===== src/rtl/pwm_peripheral.sv =====
// PWM output stage fed by the SPI register file.
// A prescaler divides clk into PWM counter steps. An 8-bit counter produces a
// shared waveform whose duty is shadowed at each period boundary. Each of the
// 16 pins is forced low, held high, or driven with that waveform, and all pin
// drives are registered.
`timescale 1ns/1ps
module pwm_peripheral #(
  parameter int PRESCALE = 13,
  parameter int CNT_W    = 16
) (
  input  logic        clk,
  input  logic        rst,
  input  logic [7:0]  en_reg_out_7_0,
  input  logic [7:0]  en_reg_out_15_8,
  input  logic [7:0]  en_reg_pwm_7_0,
  input  logic [7:0]  en_reg_pwm_15_8,
  input  logic [7:0]  pwm_duty_cycle,
  output logic [15:0] out,
  output logic        period_start
);

  localparam logic [CNT_W-1:0] PRE_MAX = CNT_W'(PRESCALE - 1);

  logic [CNT_W-1:0] pre_q,  pre_d;
  logic [7:0]       cnt_q,  cnt_d;
  logic [7:0]       duty_q, duty_d;
  logic [15:0]      out_q,  out_d;
  logic             wrap_q, wrap_d;
  logic             ps_q,   ps_d;

  logic             tick;
  logic             pwm_raw;
  logic [15:0]      en_out;
  logic [15:0]      en_pwm;

  // Per-pin drive: disabled pins are low, enabled non-PWM pins are high,
  // enabled PWM pins follow the shared waveform.
  function automatic logic [15:0] pin_select(input logic [15:0] eo,
                                             input logic [15:0] ep,
                                             input logic        raw);
    pin_select = eo & (~ep | {16{raw}});
  endfunction

  assign en_out = {en_reg_out_15_8, en_reg_out_7_0};
  assign en_pwm = {en_reg_pwm_15_8, en_reg_pwm_7_0};

  // Prescaler tick, waveform compare, and next-state for every register.
  always_comb begin
    pre_d   = pre_q;
    cnt_d   = cnt_q;
    duty_d  = duty_q;
    wrap_d  = 1'b0;
    tick    = (pre_q == PRE_MAX);
    // 0xFF is treated as a full-on duty so there is no dip at count 255.
    pwm_raw = (duty_q == 8'hFF) ? 1'b1 : (cnt_q < duty_q);

    if (tick) begin
      pre_d = '0;
      cnt_d = cnt_q + 8'd1;
      if (cnt_q == 8'hFF) begin
        // Shadow the duty only as the counter wraps so a period is never cut
        // short or stretched by a mid-period write.
        duty_d = pwm_duty_cycle;
        wrap_d = 1'b1;
      end
    end else begin
      pre_d = pre_q + CNT_W'(1);
    end

    out_d = pin_select(en_out, en_pwm, pwm_raw);
    // wrap_q marks the cycle the counter holds 0; the output register shows
    // that count one cycle later, so the pulse is delayed to line up with it.
    ps_d  = wrap_q;
  end

  // State registers with synchronous reset; a reset abandons any period in flight.
  always_ff @(posedge clk) begin
    if (rst) begin
      pre_q  <= '0;
      cnt_q  <= 8'h00;
      duty_q <= 8'h00;
      out_q  <= 16'h0000;
      wrap_q <= 1'b0;
      ps_q   <= 1'b0;
    end else begin
      pre_q  <= pre_d;
      cnt_q  <= cnt_d;
      duty_q <= duty_d;
      out_q  <= out_d;
      wrap_q <= wrap_d;
      ps_q   <= ps_d;
    end
  end

  assign out          = out_q;
  assign period_start = ps_q;

endmodule


===== config.mk =====
export PLATFORM = sky130hd
export DESIGN_NAME = pwm_peripheral
export DESIGN_NICKNAME = d
export VERILOG_FILES = /design/src/rtl/pwm_peripheral.sv
export SDC_FILE = /design/constraint.sdc
export NUM_CORES = 1
export LEC_CHECK = 0
export CORE_MARGIN = 10
export CORE_UTILIZATION = 52
export CTS_BUF_LIST = sky130_fd_sc_hd__clkbuf_8 sky130_fd_sc_hd__clkbuf_16
export CTS_CLUSTER_DIAMETER = 40
export DETAILED_ROUTE_END_ITERATION = 10
export PLACE_DENSITY = 0.94
export RECOVER_POWER = 100
export SETUP_SLACK_MARGIN = 0.5
export SYNTH_ARGS = -nofsm -noshare
export SYNTH_HDL_FRONTEND = slang
export SYNTH_SLANG_ARGS = --single-unit
export TNS_END_PERCENT = 20

===== constraint.sdc =====
create_clock -name clk -period 5.4 [get_ports clk]
set_clock_uncertainty 0.2 [all_clocks]
set_input_delay 0.81 -clock clk [delete_from_list [all_inputs] [get_ports clk]]
set_output_delay 0.81 -clock clk [all_outputs]
set_load 0.01 [all_outputs]

==> results_dict.tcl, run 1 <==
set metrics [dict create \
    cts_buffer_depth 2 \
    crit_start "pre_q[0]" \
    die_y_um 86.2 \
    power_switching_uw 146 \
    syn_to_final_growth_pct 29.2 \
    grt_usage_pct 14.4 \
    layout_setup_ws_ns 2.01 \
    path_clk_slew_ns 0.09 \
    worstSetupEndpoint "duty_q[3]" \
    setup_tns_ns 0 \
    totalWireLength_um 5340 \
    crit_type "reg -> reg" \
    antenna_cells 0 \
    rows 24 \
    p_int_uw 520 \
    slowest_stage "nor3_1" \
    die_area_um2 7430 \
    place.gp.congestion 0.836 \
    yosys_register_bits 50 \
    critPathArrivalTime_ns 3.31 \
    drtAntennaViolNets 0 \
    powerDensity_nw_per_um2 226 \
    core_um2 4290 \
    hp-start "ps_d" \
    slowest_delay_ns 1.26 \
    synth_warnings 0 \
    crit_path_end_kind "flop" \
    netlist_instances 240 \
    swShare_pct 21.9 \
    cp_cell_sequence "inv_1 -> ha_1 -> nor4b_1 -> nand4_1 -> nor3_1 -> mux2i_1" \
    hold_class "reg -> reg" \
    ff2ff_setup_slack_ns 2.01 \
    setup_viol 0 \
    cts.htree.levels 2 \
    wl_per_cell_um 15.2 \
    crit_family "simple AND/OR/NAND/NOR gates" \
    vias_per_cell 5.40 \
    initial_core_util_pct 53.0 \
    preCtsSetupSlack_ns 3.12 \
    die-width_um 86.2 \
    cts_buffers 5 \
    cts_num_sinks 50 \
    r2r-end "duty_q[3]" \
    reg2reg_depth 6 \
    dp_hpwl_um 3970 \
    ios 59 \
    crit_buf_inv 1 \
    post-route-period-util_pct 62.8 \
    clock.fmax_mhz 295 \
    pwr-share-clk_pct 33.8 \
    cts-root-buf "clkbuf_8" \
    p_comb_share_pct 9.3 \
    synth.distinct_cells 36 \
    fin_area_um2 2940 \
    rsz0062_at_grt "false" \
    num_vias 1890 \
    slew_headroom_pct 7.17 \
    syn_nets 292 \
    crit_path_start_kind "flop" \
    num-nets-final 349 \
    cts_tree "done" \
    cts-resized-gates 0 \
    r2r-start "pre_q[0]" \
    vdd_ir_drop_max_mv 0.155 \
    avgSynthCellArea_um2 9.49 \
    mostFrequentLayoutCells "dfxtp_1 (50), clkdlybuf4s50_1 (40), nand2b_1 (34), a21oi_1 (24)" \
    final_common_cell "dfxtp_1" \
    tightestPinTransition_ns 1.39 \
    cap_violations 0 \
    grt_pass1_wl_um 8780 \
    cts_setup_buffers 0 \
    cp_max_fo 17 \
    gr-total-overflow 0 \
    dr.pass1.iters 4 \
    p_seq_share_pct 56.9 \
    drcViolationCount 0 \
    cp.depth 6 \
    ys_seq_area_share_pct 44.0 \
    syn_area_um2 2280 \
    place_area_um2 2890 \
    drt_iter0_drc 141 \
    finalCriticalPeriod_ns 3.39 \
    cts_hold_buffers 0 \
    maxSlewViolCount 0 \
    final-hold-violation-count 0 \
    drive_above_1_share_pct 4.03 \
    port_buffers 58 \
    antenna_found_initial 0 \
    status "completed" \
    grt_max_degree 43 \
    worstPathRequired_ns 5.32 \
    worstSkewPairLatency_ns 0.30 \
    grt_pass1_vias 1981 \
    p_leak_uw 0.00109 \
]
[final cells by class]
| class | count | area [um2] |
|---|---|---|
| clock buffer | 6 | 82.6 |
| clock inverter | 2 | 12.5 |
| tap | 52 | 65.1 |
| timing repair buffer | 59 | 584 |
| fill | 319 | 1350 |
| multi-input combinational | 169 | 1150 |
| sequential | 50 | 1000 |
| inverter | 12 | 45.0 |
[power by group through the flow]
stage / Clock [uW] / Sequential, uW / Combinational, uW
after floorplan: 0 / 389 / 19.7
after CTS: 228 / 379 / 66.2
after detailed placement: 0 / 387 / 65.7
final: 225 / 378 / 61.9
after global placement: 0 / 387 / 64.1
after global routing: 243 / 379 / 67.2
[worst min path at each step]
stage,endpoint,cells after the start
final,period_start,1
after CTS,period_start,1
after global routing,period_start,1
after detailed placement,period_start,1
after global placement,period_start,1
after floorplan,period_start,1
[cells in the mapped netlist]
cell type | count | share of area, %
nand3_1 | 6 | 1.3
o21ai_0 | 3 | 0.66
ha_1 | 10 | 5.5
nor3_4 | 1 | 0.71
inv_1 | 12 | 2.0
or3_1 | 3 | 0.82
a221oi_1 | 1 | 0.38
a21oi_1 | 24 | 5.3
nor2b_1 | 1 | 0.27
o21a_1 | 1 | 0.33
and4bb_1 | 1 | 0.55
nor4_1 | 1 | 0.27
a2111oi_0 | 1 | 0.38
xor2_1 | 12 | 4.6
nor3_2 | 1 | 0.44
o31ai_1 | 5 | 1.6
clkbuf_1 | 6 | 0.99
o211ai_1 | 1 | 0.33
nor2_1 | 18 | 3.0
nand4_4 | 1 | 0.93
nor4b_4 | 1 | 1.0
buf_2 | 3 | 0.66
and3_1 | 1 | 0.27
nand2_1 | 7 | 1.2
and4_1 | 5 | 1.9
and2_1 | 2 | 0.55
a21o_1 | 1 | 0.33
nor4_4 | 1 | 0.93
xnor2_1 | 1 | 0.38
or2_2 | 1 | 0.27
mux2i_1 | 9 | 4.0
dfxtp_1 | 50 | 44
nand4_1 | 9 | 2.5
o32ai_2 | 1 | 0.71
or4_1 | 5 | 1.6
nand2b_1 | 34 | 9.3
[metal layers]
metal  up-vias  part of all wire, %  global-route usage, %
met5         -                    0                      0
met4         0                  1.9                   5.89
met3        10                   10                   7.32
met2        67                   48                   24.1
met1       865                   40                   15.0
li1        948                    -                      -
[through the flow]
| step | hold WS [ns] | util [%] | total power (uW) | cells |
|---|---|---|---|---|
| after global routing | 0.264 | 68.5 | 689 | 350 |
| after CTS | 0.242 | 69.6 | 673 | 350 |
| after detailed placement | 0.223 | 67.4 | 453 | 342 |
| after floorplan | 0.214 | - | 409 | 240 |
| final | 0.240 | 68.5 | 665 | 350 |
| after global placement | 0.226 | 67.4 | 451 | 342 |
[sequential cells by signal, summed over array words and instances, names as in the netlist]
| register | count |
|---|---|
| pre_q | 16 |
| cnt_q | 8 |
| out | 16 |
| duty_q | 8 |
| ps_d | 1 |
| period_start | 1 |
[worst reg2reg max path: stages (launching register included)]
cell     delay [ns]
dfxtp_1        0.36
inv_1          0.07
ha_1           0.14
nor4b_1        0.32
nand4_1        0.60
nor3_1         1.26
mux2i_1        0.27
[cells by family after synthesis]
kind of cell | count (synthesis) | share of synthesized area (%)
simple gates | 99 | 27.9
fa+ha+maj | 10 | 5.49
xor+xnor | 13 | 5.00
buf+inv | 21 | 3.63
compound gates | 38 | 10.1
mux | 9 | 3.96
flops | 50 | 44.0
(Power assumes the default switching activity.)
==> inputs of run 2 (changes only) <==
CORE_UTILIZATION = 48   (was 52)
PLACE_DENSITY = 0.89   (was 0.94)
clock period = 3.2 ns   (was 5.4 ns; I/O delays follow)
==> results_dict.tcl, run 2 (synthesis gave the netlist of run 1 again) <==
set metrics [dict create \
    status "completed" \
    rows 24 \
    hold_class "reg -> reg" \
    grt_usage_pct 13.4 \
    die_y_um 88.9 \
    port_buffers 58 \
    syn_to_final_growth_pct 30.4 \
    mostFrequentLayoutCells "dfxtp_1 (50), clkdlybuf4s50_1 (40), nand2b_1 (34), a21oi_1 (24)" \
    dp_hpwl_um 3900 \
    cts.htree.levels 2 \
    totalWireLength_um 5160 \
    core_um2 4470 \
    die_area_um2 7900 \
    dr.pass1.iters 4 \
    setup_viol 0 \
    num-nets-final 349 \
    finalCriticalPeriod_ns 2.57 \
    critPathArrivalTime_ns 2.54 \
    grt_pass1_vias 1907 \
    p_leak_uw 0.00112 \
    cts-root-buf "clkbuf_8" \
    num_vias 1884 \
    cts-resized-gates 0 \
    cts_tree "done" \
    die-width_um 88.9 \
    top_usage_layer "met2" \
    cts_num_sinks 50 \
    final-hold-violation-count 0 \
    vdd_ir_drop_max_mv 0.244 \
    maxSlewViolCount 0 \
    drive_above_1_share_pct 4.70 \
    antenna_found_initial 0 \
    met1_usage_pct 14.4 \
    cts_hold_buffers 0 \
    gr-total-overflow 0 \
    grt_pass1_wl_um 8470 \
    rsz0062_at_grt "false" \
    path_clk_slew_ns 0.09 \
    cap_violations 0 \
    wl_per_cell_um 14.7 \
    powerDensity_nw_per_um2 377 \
    crit_path_end_kind "flop" \
    initial_core_util_pct 50.9 \
    final_common_cell "dfxtp_1" \
    post-route-period-util_pct 80.3 \
    hold-worst-slack_ns 0.251 \
    cp_max_fo 17 \
    clock.fmax_mhz 389 \
    crit_path_start_kind "flop" \
    cts_setup_buffers 0 \
    drt_iter0_drc 154 \
    ios 59 \
    drcViolationCount 0 \
    crit_type "reg -> reg" \
    cts_buffer_depth 2 \
    grt_util_met2_pct 21.7 \
    antenna_cells 0 \
    cts_buffers 5 \
    worstPathRequired_ns 3.17 \
    fillers 331 \
    drtAntennaViolNets 0 \
    vias_per_cell 5.38 \
    tightestPinTransition_ns 1.39 \
    slew_headroom_pct 7.03 \
    worstSkewPairLatency_ns 0.30 \
    grt_max_degree 43 \
    setup_tns_ns 0 \
    place.gp.congestion 0.837 \
    met3_usage_pct 7.08 \
]
run 2: cell types whose count changed in the layout (fill, tap and decap cells not counted):
cell / delta
nor4b_4: +1
nor3_1: -1
nor3_4: +1
nor4b_1: -1
run 2: metrics by stage:
| stage | util, % | area (um2) | total power [uW] | cells | setup WS [ns] |
|---|---|---|---|---|---|
| 2_1_floorplan | - | 2280 | 690 | 240 | 1.31 |
| 3_3_place_gp | 64.7 | 2890 | 761 | 342 | 0.965 |
| 3_5_place_dp | 64.7 | 2890 | 765 | 342 | 0.877 |
| 4_1_cts | 66.8 | 2990 | 1130 | 350 | 0.846 |
| 5_1_grt | 66.4 | 2970 | 1170 | 350 | 0.409 |
| 6_report | 66.4 | 2970 | 1120 | 350 | 0.631 |
run 2: final cells by class:
type	instances	area, um2	share of cell area, %
timing repair buffer	59	584	19.7
tap	52	65.1	2.19
multi-input combinational	169	1180	39.7
clock buffer	6	82.6	2.78
sequential	50	1000	33.7
inverter	12	45.0	1.52
clock inverter	2	12.5	0.421
run 2: worst paths after layout:
| check | slack, ns | endpoint | from | cells past startpoint |
|---|---|---|---|---|
| max | 0.63 | pre_q[8] | pre_q[0] | 6 |
| min | 0.25 | period_start | ps_d | 1 |
| max reg2reg | 0.63 | pre_q[8] | pre_q[0] | 6 |
| min reg2reg | 0.25 | period_start | ps_d | 1 |
run 2: where the power goes:
group / internal (uW) / switching (uW)
registers: 633 / 5.54
logic: 71.6 / 35.0
clock network: 174 / 202
run 2: critical path, cell delays in order, from the launching register on:
cell and delay (ns):
dfxtp_1 0.35, inv_1 0.07, ha_1 0.14, nor4b_4 0.18
nand4_1 0.61, nand2b_1 0.76, nor2_1 0.12
run 2: metal layers:
| metal | vias to the layer above | wire length, um |
|---|---|---|
| met2 | 55 | 2420 |
| met1 | 871 | 2090 |
| met4 | 0 | 114 |
| met5 | - | 0 |
| li1 | 952 | - |
| met3 | 6 | 541 |
==> inputs of run 3 (changes only) <==
CORE_UTILIZATION = 44   (was 48)
PLACE_DENSITY = 0.86   (was 0.89)
clock period = 2.1 ns   (was 3.2 ns; I/O delays follow)
==> results_dict.tcl, run 3 (synthesis gave the netlist of run 1 again) <==
set metrics [dict create \
    worstPathRequired_ns 2.13 \
    mostFrequentLayoutCells "dfxtp_1 (42), clkdlybuf4s50_1 (41), nand2b_1 (34), a21oi_1 (21), nor2_1 (18)" \
    num-nets-final 366 \
    final_common_cell "dfxtp_1" \
    antenna_cells 0 \
    slowest_delay_ns 0.55 \
    grt_max_degree 21 \
    p_leak_uw 0.00122 \
    port_buffers 58 \
    cts_buffer_depth 2 \
    wl_per_cell_um 15.2 \
    hp-start "ps_d" \
    die-width_um 91.9 \
    slew_headroom_pct 62.4 \
    critPathArrivalTime_ns 2.04 \
    cts_tree "done" \
    antenna_found_initial 0 \
    cts_buffers 5 \
    slowest_stage "or4_1" \
    final-hold-violation-count 0 \
    syn_to_final_growth_pct 43.0 \
    dp_hpwl_um 3900 \
    crit_type "reg -> reg" \
    totalWireLength_um 5850 \
    clock.fmax_mhz 499 \
    setup_tns_ns 0 \
    vdd_ir_drop_max_mv 0.328 \
    ff2ff_setup_slack_ns 0.1 \
    initial_core_util_pct 44.9 \
    finalCriticalPeriod_ns 2.00 \
    whs_endpoint "period_start" \
    drt_iter0_drc 96 \
    grt_usage_pct 13.2 \
    maxSlewViolCount 0 \
    post-route-period-util_pct 95.5 \
    drtAntennaViolNets 0 \
    crit_path_start_kind "flop" \
    cts_num_sinks 50 \
    hold_class "reg -> reg" \
    dr.pass1.iters 4 \
    die_y_um 91.9 \
    ios 59 \
    setup_viol 0 \
    grt_pass1_vias 2098 \
    cp_cell_sequence "inv_2 -> ha_1 -> nor4b_4 -> buf_4 -> nand4_4 -> or4_1 -> a21oi_1" \
    cts-root-buf "clkbuf_8" \
    hold-worst-slack_ns 0.252 \
    drcViolationCount 0 \
    tightestPinTransition_ns 0.565 \
    core_um2 5070 \
    crit_start "pre_q[1]" \
    cts.htree.levels 2 \
    fin_area_um2 3260 \
    die_area_um2 8450 \
    worstSkewPairLatency_ns 0.31 \
    r2r-start "pre_q[1]" \
    rsz0062_at_grt "true" \
    crit_path_end_kind "flop" \
    powerDensity_nw_per_um2 551 \
    vias_per_cell 5.17 \
    drive_above_1_share_pct 15.2 \
    path_clk_slew_ns 0.10 \
    cp_max_fo 6 \
    rows 26 \
    min_path_cells 1 \
    post-route-util_pct 64.2 \
    cap_violations 0 \
    grt_pass1_wl_um 9340 \
    reg2reg_depth 7 \
    r2r-end "cnt_q[6]" \
    cts_hold_buffers 0 \
    gr-total-overflow 0 \
    place_area_um2 3020 \
    place.gp.congestion 0.826 \
    num_vias 1990 \
    status "completed" \
]
[run 3: per-layer routing]
| metal | up-vias | GRT usage, % | part of all wire, % |
|---|---|---|---|
| met3 | 10 | 6.93 | 10 |
| met2 | 66 | 22.2 | 49 |
| met1 | 925 | 13.5 | 39 |
| li1 | 989 | - | - |
| met5 | - | 0 | 0 |
| met4 | 0 | 5.66 | 1.6 |
[run 3: repair_timing]
action | 4_1_cts | 5_1_grt
pin swaps | 12 | 2
cloned | 1 | 1
endpoints found under the setup margin | 66 | 66
gates resized for setup | 13 | 10
buffers inserted | 7 | 1
[run 3: area by class of cell]
class / instances / area [um2]
fill: 421 / 1820
clock buffer: 7 / 96.3
sequential: 50 / 1010
multi-input combinational: 170 / 1290
clock inverter: 1 / 8.76
inverter: 12 / 45.0
timing repair buffer: 75 / 718
tap: 70 / 87.6
[run 3: worst max path at each step]
stage                          end  slack, ns  depth (start not counted)
after floorplan            out[10]       0.26                          7
after global placement    cnt_q[5]       0.18                          6
after detailed placement  cnt_q[5]       0.08                          6
after CTS                 cnt_q[6]       0.17                          7
after global routing        out[7]       0.05                          7
final                     cnt_q[6]        0.1                          7
[run 3: power breakdown]
part | total (uW) | internal (uW) | switching, uW
registers | 972 | 965 | 7.37
clock network | 635 | 302 | 333
logic | 185 | 123 | 62.1
total | 1790 | 1390 | 402
[run 3: worst max-delay path: cells and delay by family, from the launching register on]
family | cells | cell delay [ns]
flops | 1 | 0.34
simple gates | 3 | 0.86
compound gates | 1 | 0.14
buf+inv | 2 | 0.23
fa+ha+maj | 1 | 0.15
[run 3: stage by stage]
step / total power [uW] / cells / worst slack, ns
after detailed placement: 1170 / 367 / 0.0787
final: 1790 / 385 / 0.0951
after global placement: 1170 / 367 / 0.178
after floorplan: 1050 / 240 / 0.256
after global routing: 1850 / 385 / 0.0456
after CTS: 1800 / 383 / 0.167
